[config.mk]
export PLATFORM = sky130hd
export DESIGN_NAME = uart_tx_fifo
export DESIGN_NICKNAME = d
export VERILOG_FILES = /design/src/rtl/uart_tx_fifo.sv
export SDC_FILE = /design/constraint.sdc
export NUM_CORES = 1
export LEC_CHECK = 0
export CAP_MARGIN = 25
export CORE_ASPECT_RATIO = 1.1
export CORE_MARGIN = 3
export CORE_UTILIZATION = 59
export DETAILED_ROUTE_END_ITERATION = 8
export PLACE_DENSITY = 0.78
export SYNTH_ARGS = -nofsm -noshare
export SYNTH_HDL_FRONTEND = slang
export SYNTH_SLANG_ARGS = --single-unit
[constraint.sdc]
create_clock -name clk -period 3.35 [get_ports clk]
set_input_delay 0.67 -clock clk [delete_from_list [all_inputs] [get_ports clk]]
set_output_delay 0.67 -clock clk [all_outputs]
set_load 0.03 [all_outputs]
[src/rtl/uart_tx_fifo.sv]
// Byte FIFO feeding a uart transmitter one byte at a time via tx_data/tx_send.
// Latency: write into empty FIFO with idle uart -> tx_send high 2 edges later.
// Backpressure: holds bytes while tx_busy/drain_en block; writes while full are dropped and flagged.
`timescale 1ns/1ps
module uart_tx_fifo #(
   parameter int DEPTH        = 16,
   parameter int ADDR_W       = 4,
   parameter int BUSY_TIMEOUT = 4
) (
   input  logic              clk,
   input  logic              rst,
   input  logic [7:0]        wr_data,
   input  logic              wr_en,
   input  logic              drain_en,
   input  logic              clr_flags,
   input  logic              tx_busy,
   output logic [7:0]        tx_data,
   output logic              tx_send,
   output logic              full,
   output logic              empty,
   output logic [ADDR_W:0]   count,
   output logic              overflow,
   output logic              send_err
);

   typedef enum logic [1:0] {IDLE, SEND, WAIT_BUSY, WAIT_DONE} state_t;

   localparam logic [ADDR_W:0] FULL_CNT = (ADDR_W+1)'(DEPTH);
   localparam logic [2:0]      TMO_LIM  = 3'(BUSY_TIMEOUT);

   logic [7:0]        mem_q [DEPTH];
   logic [ADDR_W-1:0] wr_ptr_q, wr_ptr_d;
   logic [ADDR_W-1:0] rd_ptr_q, rd_ptr_d;
   logic [ADDR_W:0]   count_q, count_d;
   state_t            state_q;
   logic [2:0]        tmo_q;
   logic [7:0]        tx_data_q;
   logic              tx_send_q;
   logic              overflow_q, send_err_q;
   logic              full_w, empty_w;
   logic              wr_acc, ovf_set, pop, err_set;

   // Occupancy flags come only from the count, never from pointer equality.
   assign full_w  = (count_q == FULL_CNT);
   assign empty_w = (count_q == '0);

   // Accept/drop decision, pop decision and next pointer/count values.
   always_comb begin
      wr_acc   = wr_en && !full_w;
      ovf_set  = wr_en && full_w;
      pop      = (state_q == IDLE) && !empty_w && drain_en && !tx_busy;
      err_set  = (state_q == WAIT_BUSY) && !tx_busy && ((tmo_q + 3'd1) == TMO_LIM);
      wr_ptr_d = wr_acc ? wr_ptr_q + ADDR_W'(1) : wr_ptr_q;
      rd_ptr_d = pop ? rd_ptr_q + ADDR_W'(1) : rd_ptr_q;
      count_d  = count_q;
      if (wr_acc && !pop) begin
         count_d = count_q + (ADDR_W+1)'(1);
      end else if (!wr_acc && pop) begin
         count_d = count_q - (ADDR_W+1)'(1);
      end
   end

   // Storage array; contents need no reset because the pointers and count do.
   always_ff @(posedge clk) begin
      if (!rst && wr_acc) begin
         mem_q[wr_ptr_q] <= wr_data;
      end
   end

   // Pointers, occupancy and the sticky overflow flag (set beats clear).
   always_ff @(posedge clk) begin
      if (rst) begin
         wr_ptr_q   <= '0;
         rd_ptr_q   <= '0;
         count_q    <= '0;
         overflow_q <= 1'b0;
      end else begin
         wr_ptr_q   <= wr_ptr_d;
         rd_ptr_q   <= rd_ptr_d;
         count_q    <= count_d;
         overflow_q <= ovf_set | (overflow_q & ~clr_flags);
      end
   end

   // Drain FSM: pops the head in IDLE, pulses tx_send, then tracks the uart frame.
   always_ff @(posedge clk) begin
      if (rst) begin
         state_q    <= IDLE;
         tmo_q      <= '0;
         tx_data_q  <= 8'h00;
         tx_send_q  <= 1'b0;
         send_err_q <= 1'b0;
      end else begin
         tx_send_q  <= 1'b0;
         send_err_q <= err_set | (send_err_q & ~clr_flags);
         case (state_q)
            IDLE: begin
               if (pop) begin
                  state_q   <= SEND;
                  tx_data_q <= mem_q[rd_ptr_q];
                  tx_send_q <= 1'b1;
               end
            end
            SEND: begin
               state_q <= WAIT_BUSY;
               tmo_q   <= '0;
            end
            WAIT_BUSY: begin
               if (tx_busy) begin
                  state_q <= WAIT_DONE;
               end else if (err_set) begin
                  // Byte is treated as consumed; the uart never picked it up.
                  state_q <= IDLE;
               end else begin
                  tmo_q <= tmo_q + 3'd1;
               end
            end
            WAIT_DONE: begin
               if (!tx_busy) begin
                  state_q <= IDLE;
               end
            end
            default: state_q <= IDLE;
         endcase
      end
   end

   assign tx_data  = tx_data_q;
   assign tx_send  = tx_send_q;
   assign full     = full_w;
   assign empty    = empty_w;
   assign count    = count_q;
   assign overflow = overflow_q;
   assign send_err = send_err_q;

endmodule

==> flow_summary.json, run 1 <==
{
  "grt_pass1_vias": 3579,
  "synth-xor-area-share_pct": 1.25,
  "hold_viol": 0,
  "end_kind": "output port",
  "drive_gt1_share_pct": 13.2,
  "overflow": 0,
  "cts_max_path_buffers": 2,
  "fin_cells": 617,
  "core-area_sq_mm": 0.0101,
  "rrSetupSlack_ns": 0.64,
  "dp_hpwl_microns": 8110,
  "synth_seq_cells": 157,
  "rows": 38,
  "tightest_slew_ns": 0.930,
  "synth_cells": 408,
  "port_buffers": 31,
  "regArea_sq_mm": 0.00443,
  "multiInputGateArea_sq_mm": 0.00175,
  "tns_ns": 0,
  "grt_max_degree": 32,
  "cp_max_fo": 5,
  "place.gp.congestion": 0.761,
  "arrival_ns": 2.30,
  "rr_worst_depth": 10,
  "rsz0062_at_grt": "false",
  "utilization_pct": 74.2,
  "p_per_area_mw_per_mm2": 705,
  "wirelength_microns": 12600,
  "place.detailed.instances": 585,
  "start_util_pct": 62.4,
  "fmax_ghz": 0.337,
  "status": "complete, no violations",
  "synth_mux_area_share_pct": 11.6,
  "clock_skew_ns": 0.00709,
  "crit_path_start_kind": "register",
  "antenna_found_initial": 0,
  "min_to": "tmo_q[1]",
  "fin_ws_ns": 0.380,
  "drtIter0Drc": 290,
  "fin_crit_sh_pct": 88.6,
  "syn_nets": 434,
  "drv_cap": 0,
  "dieWidth_microns": 105,
  "async_flop_share_pct": 0,
  "synth-simple-area-share_pct": 6.22,
  "synth_compound_gate_area_share_pct": 6.12,
  "synth_top_family_by_area": "multiplexers",
  "hold_path.class": "register to register",
  "ir_worst_vdd_uv": 364,
  "die_area_sq_mm": 0.0120,
  "final.fill_count": 618,
  "htree_levels": 4,
  "vias": 3649,
  "hp-start": "tmo_q[1]",
  "slew_violations": 0,
  "antennaDiodeCount": 0,
  "clk_transition_reported_paths_ns": 0.06,
  "slew_headroom_pct": 37.9,
  "vias_per_cell": 5.91,
  "ys_seq_area_share_pct": 70.0,
  "cts_resized": 0,
  "synth-main-ff-cell": "edfxtp_1",
  "r2r_start": "count[0]",
  "setup_viol": 0,
  "yosysUniqueCellTypes": 42,
  "cts_root_buf": "clkbuf_8",
  "numCtsBuffers": 17,
  "grtUsageTotal_pct": 22.7,
  "avgRoutedWirePerCell_microns": 20.5,
  "io_pins": 32,
  "drtPass1Iterations": 5,
  "antenna_left": 0,
  "final_common_cell": "edfxtp_1",
  "area_delta_synth_final_pct": 19.0,
  "syn-cell-area_sq_mm": 0.00632,
  "tritoncts": "yes",
  "criticalPathCategory": "register to output port",
  "drc": 0,
  "power_w": 0.00530,
  "avgSynthCellArea_sq_um": 15.5,
  "cts_hold_buf": 0,
  "ys_warn_count": 0,
  "layout.nets": 490,
  "p_leak_nw": 2.48,
  "grt_pass1_wl_microns": 20000,
  "synth_enable_flop_cells": 128,
  "r2r-end": "count[4]",
  "die_y_microns": 115,
  "place_ws_ns": -0.0614,
  "final.min_clock_period_ns": 2.97,
  "clock_latency_ns": 0.53,
  "post_cts_buffers": 0,
  "synth_fa_ha_area_share_pct": 2.50,
  "final_cell_mix": "128 x edfxtp_1, 55 x nor2_1, 47 x mux2i_1",
  "cp.required_ns": 2.68,
  "cts.sinks": 157,
  "hold_depth": 2
}
## cells by family (layout without fill, tap and decap cells)
family,after synthesis,count (layout)
buffers and inverters,28,97
adders and majority gates,12,12
DFF,157,157
AOI/OAI and AO/OA,55,55
muxes,58,58
xor gates and xnor gates,9,9
and+or+nand+nor,89,89
## layout make-up
cell class	count	area share (%)
clock buffers	20	5.66
inverters	11	0.549
well taps	140	2.33
flip-flops and latches	157	58.9
repair buffers	54	6.42
multi-input cells	223	23.3
clock inverters	12	2.90
## worst max-delay path: stages, from the launching register on
cell             delay (ns)
dfxtp_1                0.36
nor4_2                 0.51
and2_1                 0.23
clkdlybuf4s50_1        0.68
## layer usage
metal / global-route usage [%] / vias to the layer above / wire, microns
met4: 8.57 / 0 / 248
met1: 28.0 / 1830 / 5110
li1: - / 1680 / -
met5: 0 / - / 0
met3: 5.36 / 26 / 707
met2: 39.3 / 113 / 6580
## sequential cells by signal, summed over array words and instances (netlist names)
signal	cells
count	5
mem_q	128
overflow	1
rd_ptr_q	4
send_err	1
state_q	2
tmo_q	3
tx_data	8
tx_send	1
wr_ptr_q	4
## where the power goes
part | internal [W] | total, W | switching [W]
Combinational | 0.000406 | 0.000936 | 0.000530
Sequential | 0.00220 | 0.00229 | 0.0000880
Clock | 0.00136 | 0.00207 | 0.000715
## cell usage after synthesis (all sizes together), types with 2 or more instances
| master | instances | area share (%) |
|---|---|---|
| xor2 | 6 | 0.83 |
| nand3 | 3 | 0.24 |
| nand4 | 2 | 0.20 |
| a2111oi | 6 | 1.1 |
| a21oi | 10 | 0.85 |
| ha | 11 | 2.2 |
| buf | 12 | 1.3 |
| nand3b | 4 | 0.48 |
| mux4 | 10 | 4.0 |
| and2 | 2 | 0.20 |
| clkbuf | 5 | 0.30 |
| a21o | 2 | 0.24 |
| dfxtp | 29 | 9.2 |
| nor3 | 2 | 0.16 |
| edfxtp | 128 | 61 |
| xnor2 | 3 | 0.42 |
| nor2 | 55 | 3.3 |
| nand2 | 14 | 0.83 |
| mux2i | 47 | 7.4 |
| or3 | 2 | 0.20 |
| o21ai | 3 | 0.24 |
| a211oi | 8 | 0.95 |
| inv | 11 | 0.65 |
| o22ai | 22 | 2.2 |
## how the worst max path moves through the flow
stage | startpoint | end | slack [ns] | cells after the start
after floorplan | tx_busy | count[4] | 0.20 | 11
after global placement | tx_busy | count[4] | 0.02 | 11
after detailed placement | tx_busy | count[4] | -0.06 | 11
after CTS | count[0] | full | 0.35 | 3
after global routing | count[0] | full | 0.29 | 3
final | count[0] | full | 0.38 | 3
## through the flow
stage / hold slack [ns] / cell area [sq um]
2_1_floorplan: 0.452 / 6320
3_3_place_gp: 0.461 / 6870
3_5_place_dp: 0.468 / 6870
4_1_cts: 0.477 / 7520
5_1_grt: 0.516 / 7520
6_report: 0.478 / 7520
No activity file was read; power rests on OpenSTA's default activity.
==> run 2: changes to the inputs <==
--- a/config.mk
+++ b/config.mk
@@ -11,6 +11,7 @@
 export CORE_UTILIZATION = 59
 export DETAILED_ROUTE_END_ITERATION = 8
 export PLACE_DENSITY = 0.78
+export RECOVER_POWER = 100
 export SYNTH_ARGS = -nofsm -noshare
 export SYNTH_HDL_FRONTEND = slang
 export SYNTH_SLANG_ARGS = --single-unit
==> run 2 against run 1 <==
Maximum frequency is 1.9% lower. Combinational power decreased by 5.4%. Sequential power is essentially flat. Global-route usage did not move. Sequential cell count unchanged. Critical path type is now primary input to register. Clock power hardly changed. Non-clock buffer count unchanged. Clock skew rose by 0.0013 ns. Final area fell by 1.0%. Via count shrank 0.60%. Cell count did not move. Clock-buffer cell count did not move.
==> flow_summary.json, run 2 (synthesized netlist as in run 1, its figures left out) <==
{
  "clock_latency_ns": 0.53,
  "r2r_start": "rd_ptr_q[0]",
  "drtIter0Drc": 261,
  "drc": 0,
  "crit_path_start_kind": "primary input",
  "cts_resized": 0,
  "wl_met1_microns": 4960,
  "final_cell_mix": "128 x edfxtp_1, 55 x nor2_1, 47 x mux2i_1",
  "place.gp.congestion": 0.761,
  "grt_pass1_wl_microns": 20000,
  "clkPwrFrac_pct": 39.5,
  "p_sw_share_pct": 25.2,
  "cp_max_fo": 3,
  "dr_wl_met3_microns": 828,
  "r2r-end": "tx_data[4]",
  "rows": 38,
  "slew_headroom_pct": 6.52,
  "drv_cap": 0,
  "final.min_clock_period_ns": 3.03,
  "clk_transition_reported_paths_ns": 0.06,
  "cp.required_ns": 3.76,
  "combPwrFrac_pct": 16.9,
  "fmax_ghz": 0.330,
  "grt_pass1_vias": 3579,
  "post_cts_buffers": 0,
  "cp_slowest_cell": "dlygate4sd3_1",
  "htree_levels": 4,
  "place.detailed.instances": 585,
  "critical-path-max-stage-delay_ns": 0.55,
  "core-area_sq_mm": 0.0101,
  "place_area_sq_mm": 0.00687,
  "antenna_left": 0,
  "top_register": "mem_q",
  "rsz0062_at_grt": "false",
  "largest_reg_flops": 128,
  "tritoncts": "yes",
  "grtUsageTotal_pct": 22.7,
  "end_kind": "register",
  "grt_max_degree": 32,
  "switchingPower_w": 0.00132,
  "vias": 3627,
  "holdWs_ns": 0.474,
  "power_w": 0.00524,
  "drive_gt1_share_pct": 9.22,
  "cts_root_buf": "clkbuf_8",
  "hp-start": "tmo_q[1]",
  "setup_viol": 0,
  "dp_hpwl_microns": 8110,
  "hold_path.class": "register to register",
  "p_per_area_mw_per_mm2": 705,
  "cts.sinks": 157,
  "status": "complete, no violations",
  "min_to": "tmo_q[1]",
  "rr_worst_depth": 5,
  "wirelength_microns": 12500,
  "criticalPathCategory": "primary input to register",
  "hold_depth": 2,
  "drtPass1Iterations": 5,
  "hold_viol": 0,
  "area_delta_synth_final_pct": 17.8,
  "tightest_slew_ns": 1.40,
  "io_pins": 32,
  "power.internal_w": 0.00392,
  "final_common_cell": "edfxtp_1",
  "p_seq_share_pct": 43.6,
  "fin_crit_sh_pct": 90.4,
  "layout.nets": 490,
  "avgRoutedWirePerCell_microns": 20.3,
  "clock_skew_ns": 0.00843,
  "dieWidth_microns": 105,
  "die_area_sq_mm": 0.0120,
  "rrSetupSlack_ns": 0.44,
  "ir_worst_vdd_uv": 366,
  "arrival_ns": 3.44,
  "p_leak_nw": 2.46,
  "cts_max_path_buffers": 2,
  "port_buffers": 31,
  "antennaDiodeCount": 0,
  "die_y_microns": 115,
  "wl_met2_microns": 6590,
  "antenna_found_initial": 0,
  "postLayoutCellArea_sq_mm": 0.00744,
  "dr.max_layer_used": "met4",
  "vias_per_cell": 5.88,
  "final.fill_count": 650,
  "slew_violations": 0,
  "fin_cells": 617,
  "cp_cell_sequence": "dlygate4sd3_1, or4b_1, a21oi_1, inv_1, ha_1, inv_1, ha_1, a21o_1, a21oi_1, mux2i_1, mux2_2",
  "cts_hold_buf": 0,
  "overflow": 0,
  "start_util_pct": 62.4,
  "numCtsBuffers": 17
}
-- run 2: cell count changes in the layout (fill, tap and decap cells not counted), sizes merged --
cell	before	now
clkbuf	20	35
clkdlybuf4s50	31	2
buf	23	8
dlygate4sd3	0	29
-- run 2: metrics by stage --
stage | setup WS [ns] | utilization (%) | TNS [ns]
2_1_floorplan | 0.205 | - | 0
3_3_place_gp | 0.0202 | 67.9 | 0
3_5_place_dp | -0.0614 | 67.9 | -0.0614
4_1_cts | 0.348 | 74.2 | 0
5_1_grt | 0.161 | 73.5 | 0
6_report | 0.322 | 73.5 | 0
-- run 2: metal layers --
layer / vias up / global-route usage, %
met1: 1793 / 28.0
met3: 17 / 5.36
met5: - / 0
met4: 0 / 8.57
li1: 1681 / -
met2: 136 / 39.3
-- run 2: how the worst max path moves through the flow --
stage	end	from	cells past startpoint	slack [ns]
5_1_grt	count[4]	tx_busy	11	0.16
3_3_place_gp	count[4]	tx_busy	11	0.02
3_5_place_dp	count[4]	tx_busy	11	-0.06
4_1_cts	full	count[0]	3	0.35
6_report	count[4]	tx_busy	11	0.32
2_1_floorplan	count[4]	tx_busy	11	0.20
-- run 2: critical path, delay by kind of cell --
kind | cells | cell delay, ns
compound gates | 3 | 0.52
fa+ha+maj | 2 | 0.47
buf+inv | 3 | 0.73
mux | 2 | 0.56
simple gates | 1 | 0.48
-- run 2: area by class of cell --
cell class	count	area (sq um)	area share, %
timing repair buffer	54	427	5.73
sequential	157	4430	59.5
inverter	11	41.3	0.555
clock inverter	12	218	2.93
tap	140	175	2.35
clock buffer	20	425	5.72
multi-input combinational	223	1730	23.2
-- run 2: power by group through the flow --
stage | logic (W) | registers (W) | clock network (W)
after global placement | 0.000895 | 0.00232 | 0
final | 0.000885 | 0.00229 | 0.00207
after floorplan | 0.000535 | 0.00240 | 0
after detailed placement | 0.000933 | 0.00233 | 0
after CTS | 0.000943 | 0.00229 | 0.00210
after global routing | 0.000967 | 0.00230 | 0.00218
==> run 3: changes to the inputs <==
--- a/config.mk
+++ b/config.mk
@@ -5,11 +5,13 @@
 export SDC_FILE = /design/constraint.sdc
 export NUM_CORES = 1
 export LEC_CHECK = 0
+export ABC_CLOCK_PERIOD_IN_PS = 3350
 export CAP_MARGIN = 25
 export CORE_ASPECT_RATIO = 1.1
 export CORE_MARGIN = 3
 export CORE_UTILIZATION = 59
 export DETAILED_ROUTE_END_ITERATION = 8
+export GPL_ROUTABILITY_DRIVEN = 1
 export PLACE_DENSITY = 0.78
 export RECOVER_POWER = 100
 export SYNTH_ARGS = -nofsm -noshare
==> results of run 3 <==
Same layout as run 2: the final DEF is identical, and so are final timing and power.
